**src/rtl/mmio_pkg.sv**
```systemverilog
// Shared address map, region select encoding and address decoder for the
// RiSC-16 memory-mapped data bus.
package mmio_pkg;

   localparam logic [15:0] OUT_BASE = 16'hFFFF;
   localparam logic [15:0] IN_BASE  = 16'hFFF7;
   localparam logic [15:0] TMR_CNT  = 16'hFFE0;
   localparam logic [15:0] TMR_CMP  = 16'hFFE1;
   localparam logic [15:0] TMR_STAT = 16'hFFE2;

   typedef enum logic [2:0] {
      SEL_NONE = 3'd0,
      SEL_RAM  = 3'd1,
      SEL_OUT  = 3'd2,
      SEL_IN   = 3'd3,
      SEL_TMR  = 3'd4
   } sel_e;

   typedef struct packed {
      sel_e       sel;
      logic [2:0] idx;
   } dec_t;

   // OUT/IN ports count downward from their base, so the index is base - addr.
   function automatic dec_t mmio_decode(input logic [15:0] addr,
                                        input int          ram_bits,
                                        input int          out_num,
                                        input int          in_num,
                                        input logic        tmr_en);
      dec_t        d;
      logic [15:0] off_out;
      logic [15:0] off_in;
      d.sel   = SEL_NONE;
      d.idx   = '0;
      off_out = OUT_BASE - addr;
      off_in  = IN_BASE - addr;
      if ((addr >> ram_bits) == 16'd0) begin
         d.sel = SEL_RAM;
      end else if (off_out < 16'(out_num)) begin
         d.sel = SEL_OUT;
         d.idx = off_out[2:0];
      end else if ((addr <= IN_BASE) && (off_in < 16'(in_num))) begin
         d.sel = SEL_IN;
         d.idx = off_in[2:0];
      end else if (tmr_en && (addr >= TMR_CNT) && (addr <= TMR_STAT)) begin
         d.sel = SEL_TMR;
         d.idx = 3'(addr - TMR_CNT);
      end
      return d;
   endfunction

endpackage

```
**src/rtl/mmio_timer.sv**
```systemverilog
// Free-running 16-bit cycle counter with compare register and sticky match
// flag; present only in builds with MMIO_TIMER_EN.
module mmio_timer
   import mmio_pkg::*;
(
   input  logic        i_clk,
   input  logic        i_rst_n,
   input  logic        i_wr_cnt,
   input  logic        i_wr_cmp,
   input  logic        i_wr_stat,
   input  logic [15:0] i_wr_data,
   output logic [15:0] o_cnt,
   output logic [15:0] o_cmp,
   output logic        o_match
);

   logic [15:0] cnt_q, cnt_d;
   logic [15:0] cmp_q, cmp_d;
   logic        match_q, match_d;
   logic        clr;

   // Compare on next-state values so the flag rises on the edge CNT reaches CMP;
   // a simultaneous clear loses to the set.
   always_comb begin
      cnt_d   = i_wr_cnt ? i_wr_data : cnt_q + 16'd1;
      cmp_d   = i_wr_cmp ? i_wr_data : cmp_q;
      clr     = i_wr_stat && i_wr_data[0];
      match_d = (cnt_d == cmp_d) || (match_q && !clr);
   end

   always_ff @(posedge i_clk or negedge i_rst_n) begin
      if (!i_rst_n) begin
         cnt_q   <= 16'h0000;
         cmp_q   <= 16'hFFFF;
         match_q <= 1'b0;
      end else begin
         cnt_q   <= cnt_d;
         cmp_q   <= cmp_d;
         match_q <= match_d;
      end
   end

   assign o_cnt   = cnt_q;
   assign o_cmp   = cmp_q;
   assign o_match = match_q;

endmodule

```
**src/rtl/mmio_bus.sv**
```systemverilog
// Data-bus controller: decodes core accesses into RAM, output registers,
// synchronised inputs and (with MMIO_TIMER_EN defined) a cycle timer.
module mmio_bus
   import mmio_pkg::*;
#(
   parameter int p_WORD_LEN      = 16,
   parameter int p_DATA_ADDR_LEN = 10,
   parameter int p_OUT_NUM       = 4,
   parameter int p_IN_NUM        = 2
) (
   input  logic                            i_clk,
   input  logic                            i_rst_n,
   input  logic [15:0]                     i_addr,
   input  logic [p_WORD_LEN-1:0]           i_wr_data,
   input  logic                            i_wr_en,
   output logic [p_WORD_LEN-1:0]           o_rd_data,
   output logic [p_DATA_ADDR_LEN-1:0]      o_ram_addr,
   output logic                            o_ram_wr_en,
   output logic [p_WORD_LEN-1:0]           o_ram_wr_data,
   input  logic [p_WORD_LEN-1:0]           i_ram_rd_data,
   input  logic [p_IN_NUM*p_WORD_LEN-1:0]  i_in,
   output logic [p_OUT_NUM*p_WORD_LEN-1:0] o_out,
   output logic [p_OUT_NUM-1:0]            o_out_stb,
   output logic                            o_irq
);

   localparam int W = p_WORD_LEN;
`ifdef MMIO_TIMER_EN
   localparam logic TMR_EN = 1'b1;
`else
   localparam logic TMR_EN = 1'b0;
`endif

   // Reset asserts asynchronously but is released only on a clock edge.
   logic [1:0] rst_sync_q;
   logic       rst_n_int;

   always_ff @(posedge i_clk or negedge i_rst_n) begin
      if (!i_rst_n) rst_sync_q <= 2'b00;
      else          rst_sync_q <= {rst_sync_q[0], 1'b1};
   end
   assign rst_n_int = rst_sync_q[1];

   dec_t dec;
   assign dec = mmio_decode(i_addr, p_DATA_ADDR_LEN, p_OUT_NUM, p_IN_NUM, TMR_EN);

   assign o_ram_addr    = i_addr[p_DATA_ADDR_LEN-1:0];
   assign o_ram_wr_data = i_wr_data;
   assign o_ram_wr_en   = i_wr_en && (dec.sel == SEL_RAM);

   logic [W-1:0]         out_q [p_OUT_NUM];
   logic [p_OUT_NUM-1:0] stb_q, stb_d;

   always_comb begin
      stb_d = '0;
      for (int k = 0; k < p_OUT_NUM; k++)
         stb_d[k] = i_wr_en && (dec.sel == SEL_OUT) && (dec.idx == 3'(k));
   end

   always_ff @(posedge i_clk or negedge rst_n_int) begin
      if (!rst_n_int) begin
         stb_q <= '0;
         for (int k = 0; k < p_OUT_NUM; k++) out_q[k] <= '0;
      end else begin
         stb_q <= stb_d;
         for (int k = 0; k < p_OUT_NUM; k++)
            if (stb_d[k]) out_q[k] <= i_wr_data;
      end
   end

   for (genvar k = 0; k < p_OUT_NUM; k++) begin : g_out
      assign o_out[k*W +: W] = out_q[k];
   end
   assign o_out_stb = stb_q;

   logic [W-1:0] sync1_q [p_IN_NUM];
   logic [W-1:0] sync2_q [p_IN_NUM];

   always_ff @(posedge i_clk or negedge rst_n_int) begin
      if (!rst_n_int) begin
         for (int k = 0; k < p_IN_NUM; k++) begin
            sync1_q[k] <= '0;
            sync2_q[k] <= '0;
         end
      end else begin
         for (int k = 0; k < p_IN_NUM; k++) begin
            sync1_q[k] <= i_in[k*W +: W];
            sync2_q[k] <= sync1_q[k];
         end
      end
   end

   // Registering the select lines RAM-region reads up with the RAM's own latency.
   sel_e       sel_q;
   logic [2:0] idx_q;

   always_ff @(posedge i_clk or negedge rst_n_int) begin
      if (!rst_n_int) begin
         sel_q <= SEL_NONE;
         idx_q <= '0;
      end else begin
         sel_q <= dec.sel;
         idx_q <= dec.idx;
      end
   end

   logic [W-1:0] tmr_rd;

`ifdef MMIO_TIMER_EN
   logic [15:0] tmr_cnt, tmr_cmp, tmr_rd16;
   logic        tmr_match;
   logic        tmr_wr;

   assign tmr_wr = i_wr_en && (dec.sel == SEL_TMR);

   mmio_timer u_timer (
      .i_clk     (i_clk),
      .i_rst_n   (rst_n_int),
      .i_wr_cnt  (tmr_wr && (dec.idx == 3'd0)),
      .i_wr_cmp  (tmr_wr && (dec.idx == 3'd1)),
      .i_wr_stat (tmr_wr && (dec.idx == 3'd2)),
      .i_wr_data (16'(i_wr_data)),
      .o_cnt     (tmr_cnt),
      .o_cmp     (tmr_cmp),
      .o_match   (tmr_match)
   );

   always_comb begin
      tmr_rd16 = 16'h0000;
      case (idx_q)
         3'd0:    tmr_rd16 = tmr_cnt;
         3'd1:    tmr_rd16 = tmr_cmp;
         3'd2:    tmr_rd16 = {15'd0, tmr_match};
         default: tmr_rd16 = 16'h0000;
      endcase
   end

   assign tmr_rd = W'(tmr_rd16);
   assign o_irq  = tmr_match;
`else
   assign tmr_rd = '0;
   assign o_irq  = 1'b0;
`endif

   always_comb begin
      o_rd_data = '0;
      case (sel_q)
         SEL_RAM: o_rd_data = i_ram_rd_data;
         SEL_OUT: begin
            for (int k = 0; k < p_OUT_NUM; k++)
               if (idx_q == 3'(k)) o_rd_data = out_q[k];
         end
         SEL_IN: begin
            for (int k = 0; k < p_IN_NUM; k++)
               if (idx_q == 3'(k)) o_rd_data = sync2_q[k];
         end
         SEL_TMR: o_rd_data = tmr_rd;
         default: o_rd_data = '0;
      endcase
   end

endmodule

```
**config.mk**
```make
export PLATFORM = sky130hd
export DESIGN_NAME = mmio_bus
export DESIGN_NICKNAME = d
export VERILOG_FILES = /design/src/rtl/mmio_pkg.sv /design/src/rtl/mmio_timer.sv /design/src/rtl/mmio_bus.sv
export SDC_FILE = /design/constraint.sdc
export NUM_CORES = 1
export LEC_CHECK = 0
export BUFFER_PORTS_ARGS = -buffer_cell sky130_fd_sc_hd__clkbuf_2
export CORE_ASPECT_RATIO = 0.75
export CORE_MARGIN = 5
export CORE_UTILIZATION = 40
export CTS_CLUSTER_SIZE = 10
export DETAILED_ROUTE_END_ITERATION = 6
export GPL_TIMING_DRIVEN = 0
export PLACE_DENSITY_LB_ADDON = 0.15
export SYNTH_ARGS = -nofsm -noshare
export SYNTH_HDL_FRONTEND = slang
export SYNTH_SLANG_ARGS = --single-unit
export TNS_END_PERCENT = 30
```
**constraint.sdc**
```tcl
create_clock -name i_clk -period 7.6 [get_ports i_clk]
set_input_delay 0.76 -clock i_clk [delete_from_list [all_inputs] [get_ports i_clk]]
set_output_delay 0.76 -clock i_clk [all_outputs]
set_load 0.01 [all_outputs]
```
==> run metrics, run 1 <==
sequential element share of the synthesized area=61.5%; RSZ-0062 raised after global routing=no; Power Dens Cells=about 230 nW/um^2; number of synthesized flops with an enable pin=0; Setup TNS=0 ns; Leakage Power=between 3 and 4 nW; GP Congestion=0.819; Layout area overhead=32.9%; Resize count post-CTS=0; Worst path max stage delay=~0.8 ns; fin crit share=45.8%; Crit path max-delay family=buffers and inverters; post-synth top area share=61.5%; CP required=6.84 ns; IO Pins=about 200; cell with the most instances after synthesis=dfrtp_1; vias in the first global route=about 4.1k; mapped cell area=5660 um^2; Post-Synth Adder-Cell Area=less than 1%; Setup crit end kind=output pin; Placement Rows=37; status=complete, no violations; post-route design area=7520 um^2; number of buffers created by CTS=17; nets@finish=roughly 670; area leader, netlist=dfrtp_1; critical path launch point type=flip-flop; Post-DP Area=6870 um^2; Async SR Flop Fraction=100%; starting density of the core=41.0%; Main synth FF type=dfrtp_1; Final ANT Viol Nets=0; postcts setup bufs=0; Peak VDD IR=0.000145 V; largest net degree at the start of global routing=75; CTS sink cnt=139; # diodes=0; XOR/XNOR share of the synthesized area=0.155%; DRC Markers=0; CORE AREA=13800 um^2; hold buffer count at CTS=0; post-DP HPWL=10700 um; latest clock arrival within the worst-skew pair=0.40 ns; vias per cell=between 4 and 5; Avg Inst Size Synth=15.3 um^2; CP bufs+invs=3; Max Slew Vio Count=0; Layout Cells excl Fill=772; post-synthesis compound-gate area fraction=4.49%; first-pass GRT wire length=22600 um; share of layout cells above drive strength 1=58.1%; clock root buffer master=clkbuf_16; GRT Total Usage=17.7%; Tmin final=between 3 and 4 ns; WL final=roughly 14000 um; via count=3777; Synth Area in Simple Gates=between 3 and 4%; GRT Residual Overflow=0; crit path cell chain=buf_2 > buf_1 > mux4_2 > a22o_1 > clkbuf_2; Hold Fails Final Rpt=0; Worst Setup Slack post-DPL=4.47 ns; DRT iter0 DRCs=approximately 130; drt pass-1 iters=4; total power draw=about 1.7 mW; Worst Path Arrival=2.72 ns; Avg WL per Cell=18.6 um; setup ws final=4.12 ns; largest family of logic cells by synthesized area=multiplexers; fmax=287 MHz; Final Skew=0.00837 ns; TritonCTS clock tree=yes; Seq cells post-synth=139; CP Max Fanout=10; Hold Path Class=in2async; most area-consuming cells after synthesis=dfrtp_1 (61%), mux2_2 (11%), mux4_2 (6.4%); Clock transition at path regs=around 0.06 ns; Port-buffer cells=192; most frequent cells after synthesis=dfrtp_1 (139), mux2_2 (54), buf_4 (27), inv_1 (21); die footprint=16700 um^2; Max Cap Viol=0; Netlist cell types=32; Inst Count DP=740; mux cell area share after synthesis=22.6%; Die X-Extent=147 um; Slew @ Worst Pin=1.02 ns; Final setup viols=0; relative slew slack=32.2%; CP max-delay cell=buf_1; Crit Path Category=reg2out; Synth warnings=0; Mapped Cells=371; Die H=~110 um; antenna violations before repair=0; fillers=approximately 1.2k; clock buffer depth=2; htree depth=4
path summary, 6_finish.rpt:
kind                               start            end  slack, ns  cells past startpoint
hold reg to reg            rst_sync_q[0]  rst_sync_q[1]       0.34                      0
min in group i_clk         rst_sync_q[0]  rst_sync_q[1]       0.34                      0
hold / removal                   i_rst_n  rst_sync_q[1]       0.13                      1
setup / recovery                idx_q[0]   o_rd_data[1]       4.12                      5
max in group asynchronous  rst_sync_q[1]      o_out[54]       6.29                      1
setup reg to reg           rst_sync_q[1]      o_out[54]       6.29                      1
logic make-up (layout without fill, tap and decap cells):
kind of cell / count (synthesis) / after routing
AOI/OAI and AO/OA: 34 / 34
xor gates and xnor gates: 1 / 1
adders and majority gates: 2 / 2
buffers and inverters: 69 / 294
DFF: 139 / 139
muxes: 96 / 96
other: 2 / 3
and+or+nand+nor: 28 / 28
through the flow:
step / util, % / hold WS, ns
after floorplan: - / 0.331
after global placement: 49.6 / 0.333
after detailed placement: 49.8 / 0.335
after CTS: 54.5 / 0.108
after global routing: 54.5 / 0.110
final: 54.5 / 0.126
registers in the layout, summed over array words and instances (netlist names):
| name | flops |
|---|---|
| idx_q | 3 |
| o_out | 64 |
| o_out_stb | 4 |
| rst_sync_q | 2 |
| sel_q | 2 |
| sync1_q | 32 |
| sync2_q | 32 |
layout by cell type, fill, tap and decap left out, drive strengths merged, types with 4 or more instances in the layout:
cell,synthesis,routed
mux4,16,16
mux2,64,64
bufinv,0,5
inv,21,24
nor2,4,4
nor4,6,6
mux2i,16,16
clkbuf,9,220
dfrtp,139,139
buf,39,40
a22o,16,16
o22ai,16,16
power by group:
part / internal (mW) / total (mW) / switching (mW)
Combinational: 0.0367 / 0.0744 / 0.0377
Clock: 0.586 / 0.904 / 0.318
Sequential: 0.758 / 0.770 / 0.0112
area by class of cell:
| type | instances | area [um^2] | area share (%) |
|---|---|---|---|
| tap | 175 | 219 | 2.91 |
| inverter | 21 | 78.8 | 1.05 |
| timing repair buffer | 193 | 988 | 13.1 |
| clock inverter | 13 | 214 | 2.84 |
| buffer | 48 | 322 | 4.28 |
| sequential | 139 | 3480 | 46.3 |
| multi-input combinational | 164 | 1780 | 23.7 |
| clock buffer | 19 | 433 | 5.76 |
metal layers:
metal / GRT usage [%] / vias to the layer above / wire (um)
met4: 4.41 / 0 / 111
met5: 0 / - / 0
met2: 28.4 / 148 / 6930
met1: 23.1 / 1880 / 6120
met3: 6.37 / 11 / 1170
li1: - / 1738 / -
(Power assumes the default switching activity.)
==> run 2, diff against run 1 <==
- clock period: 7.6 -> 3.4 ns (I/O delays scaled with it)
==> run metrics, run 2 (synthesis results as in run 1) <==
Die X-Extent=roughly 150 um; Avg WL per Cell=18.2 um; number of buffers created by CTS=17; GRT Residual Overflow=0; commonest non-fill, non-tap cell in the layout=clkbuf_2; via count=3730; starting density of the core=about 41%; GP Congestion=0.761; CTS sink cnt=~140; relative slew slack=37.6%; CP required=3.06 ns; DRT iter0 DRCs=149; Crit path max-delay family=buffers and inverters; status=complete, no violations; Peak VDD IR=~0.0003 V; vias in the first global route=4157; Power Dens Cells=499 nW/um^2; first-pass GRT wire length=22300 um; Tmin final=approximately 3.0 ns; post-route design area=7520 um^2; Hold Fails Final Rpt=0; GRT Total Usage=17.6%; Hold Path Class=in2reg; Leakage Power=3.91 nW; RSZ-0062 raised after global routing=no; # diodes=0; Resize count post-CTS=0; Slew @ Worst Pin=between 0.9 and 1 ns; Setup crit end kind=output pin; Layout area overhead=32.9%; critical path launch point type=flip-flop; Crit Path Category=reg2out; clock root buffer master=clkbuf_16; nets@finish=671; post-DP HPWL=between 10000 and 15000 um; Setup TNS=0 ns; Largest register FFs=64; htree depth=4; Crit path top cell by count=clkbuf_1; share of layout cells above drive strength 1=around three fifths; IO Pins=between 150 and 200; fin crit share=89.4%; Worst Setup Slack post-DPL=0.690 ns; CP max-delay cell=nor3b_1; clock buffer depth=2; Max Cap Viol=0; die footprint=16700 um^2; Port-buffer cells=192; CP Max Fanout=10; crit path cell chain=clkbuf_1 > nor3b_1 > clkbuf_1 > a22o_1 > clkbuf_2; CORE AREA=13800 um^2; Placement Rows=37; Final Skew=between 0.008 and 0.009 ns; vias per cell=4.82; Die H=113 um; Worst Path Arrival=2.70 ns; CP bufs+invs=3; antenna violations before repair=0; Final ANT Viol Nets=0; WL final=around 14000 um; Final setup viols=0; commonest non-fill, non-tap cells in the layout=clkbuf_2 (193), dfrtp_1 (138), mux2_2 (54); drt pass-1 iters=4; TritonCTS clock tree=yes; Inst Count DP=741; setup ws final=0.361 ns; Layout Cells excl Fill=774; Post-DP Area=6900 um^2; DRC Markers=0; fillers=1192; Finished Core Util=between 50 and 60%; Worst path max stage delay=0.78 ns; Clock transition at path regs=0.06 ns; fmax=329 MHz; latest clock arrival within the worst-skew pair=about 0.4 ns; Max Slew Vio Count=0; largest net degree at the start of global routing=59
run 2: power breakdown:
group,total [mW],switching (mW),internal [mW],leakage (nW)
clock,1.86,0.754,1.11,0.289
sequential,1.71,0.0169,1.69,1.79
combinational,0.177,0.0908,0.0859,1.83
run 2: path summary, 6_finish.rpt:
check / end / cells past startpoint / start / slack (ns)
setup / recovery: o_rd_data[5] / 5 / sel_q[1] / 0.36
hold / removal: sync1_q[18] / 1 / i_in[2] / 0.04
setup reg to reg: o_out[58] / 1 / rst_sync_q[1] / 2.52
hold reg to reg: sync1_q[1] / 0 / rst_sync_q[1] / 0.26
max in group asynchronous: o_out[58] / 1 / rst_sync_q[1] / 2.52
min in group asynchronous: rst_sync_q[0] / 2 / i_rst_n / 0.24
run 2: timing repair:
| action | in CTS | in global routing |
|---|---|---|
| setup buffers | 0 | 0 |
| hold buffers | 1 | 0 |
| endpoints found under the hold margin | 2 | 0 |
run 2: cell type report:
class                           instances  area [um^2]  share of cell area, %
Inverter                               21         78.8                   1.05
Timing Repair Buffer                  195         1030                   13.6
Tap cell                              175          219                   2.91
Buffer                                 48          322                   4.28
Clock inverter                         15          181                   2.41
Clock buffer                           17          425                   5.66
Sequential cell                       139         3480                   46.3
Multi-Input combinational cell        164         1780                   23.7
run 2: per-layer routing:
layer	GRT usage, %	vias up	wire length [um]
met5	0	-	0
met4	5.09	0	142
met3	7.01	8	1060
met2	27.3	126	6630
met1	23.1	1858	6260
li1	-	1738	-
run 2: through the flow:
stage | hold slack [ns] | power [mW]
floorplan | 0.0444 | 1.82
global placement | 0.126 | 1.91
detailed placement | 0.127 | 1.92
CTS | 0.0160 | 3.81
global route | 0.000530 | 3.91
finish | 0.0351 | 3.75
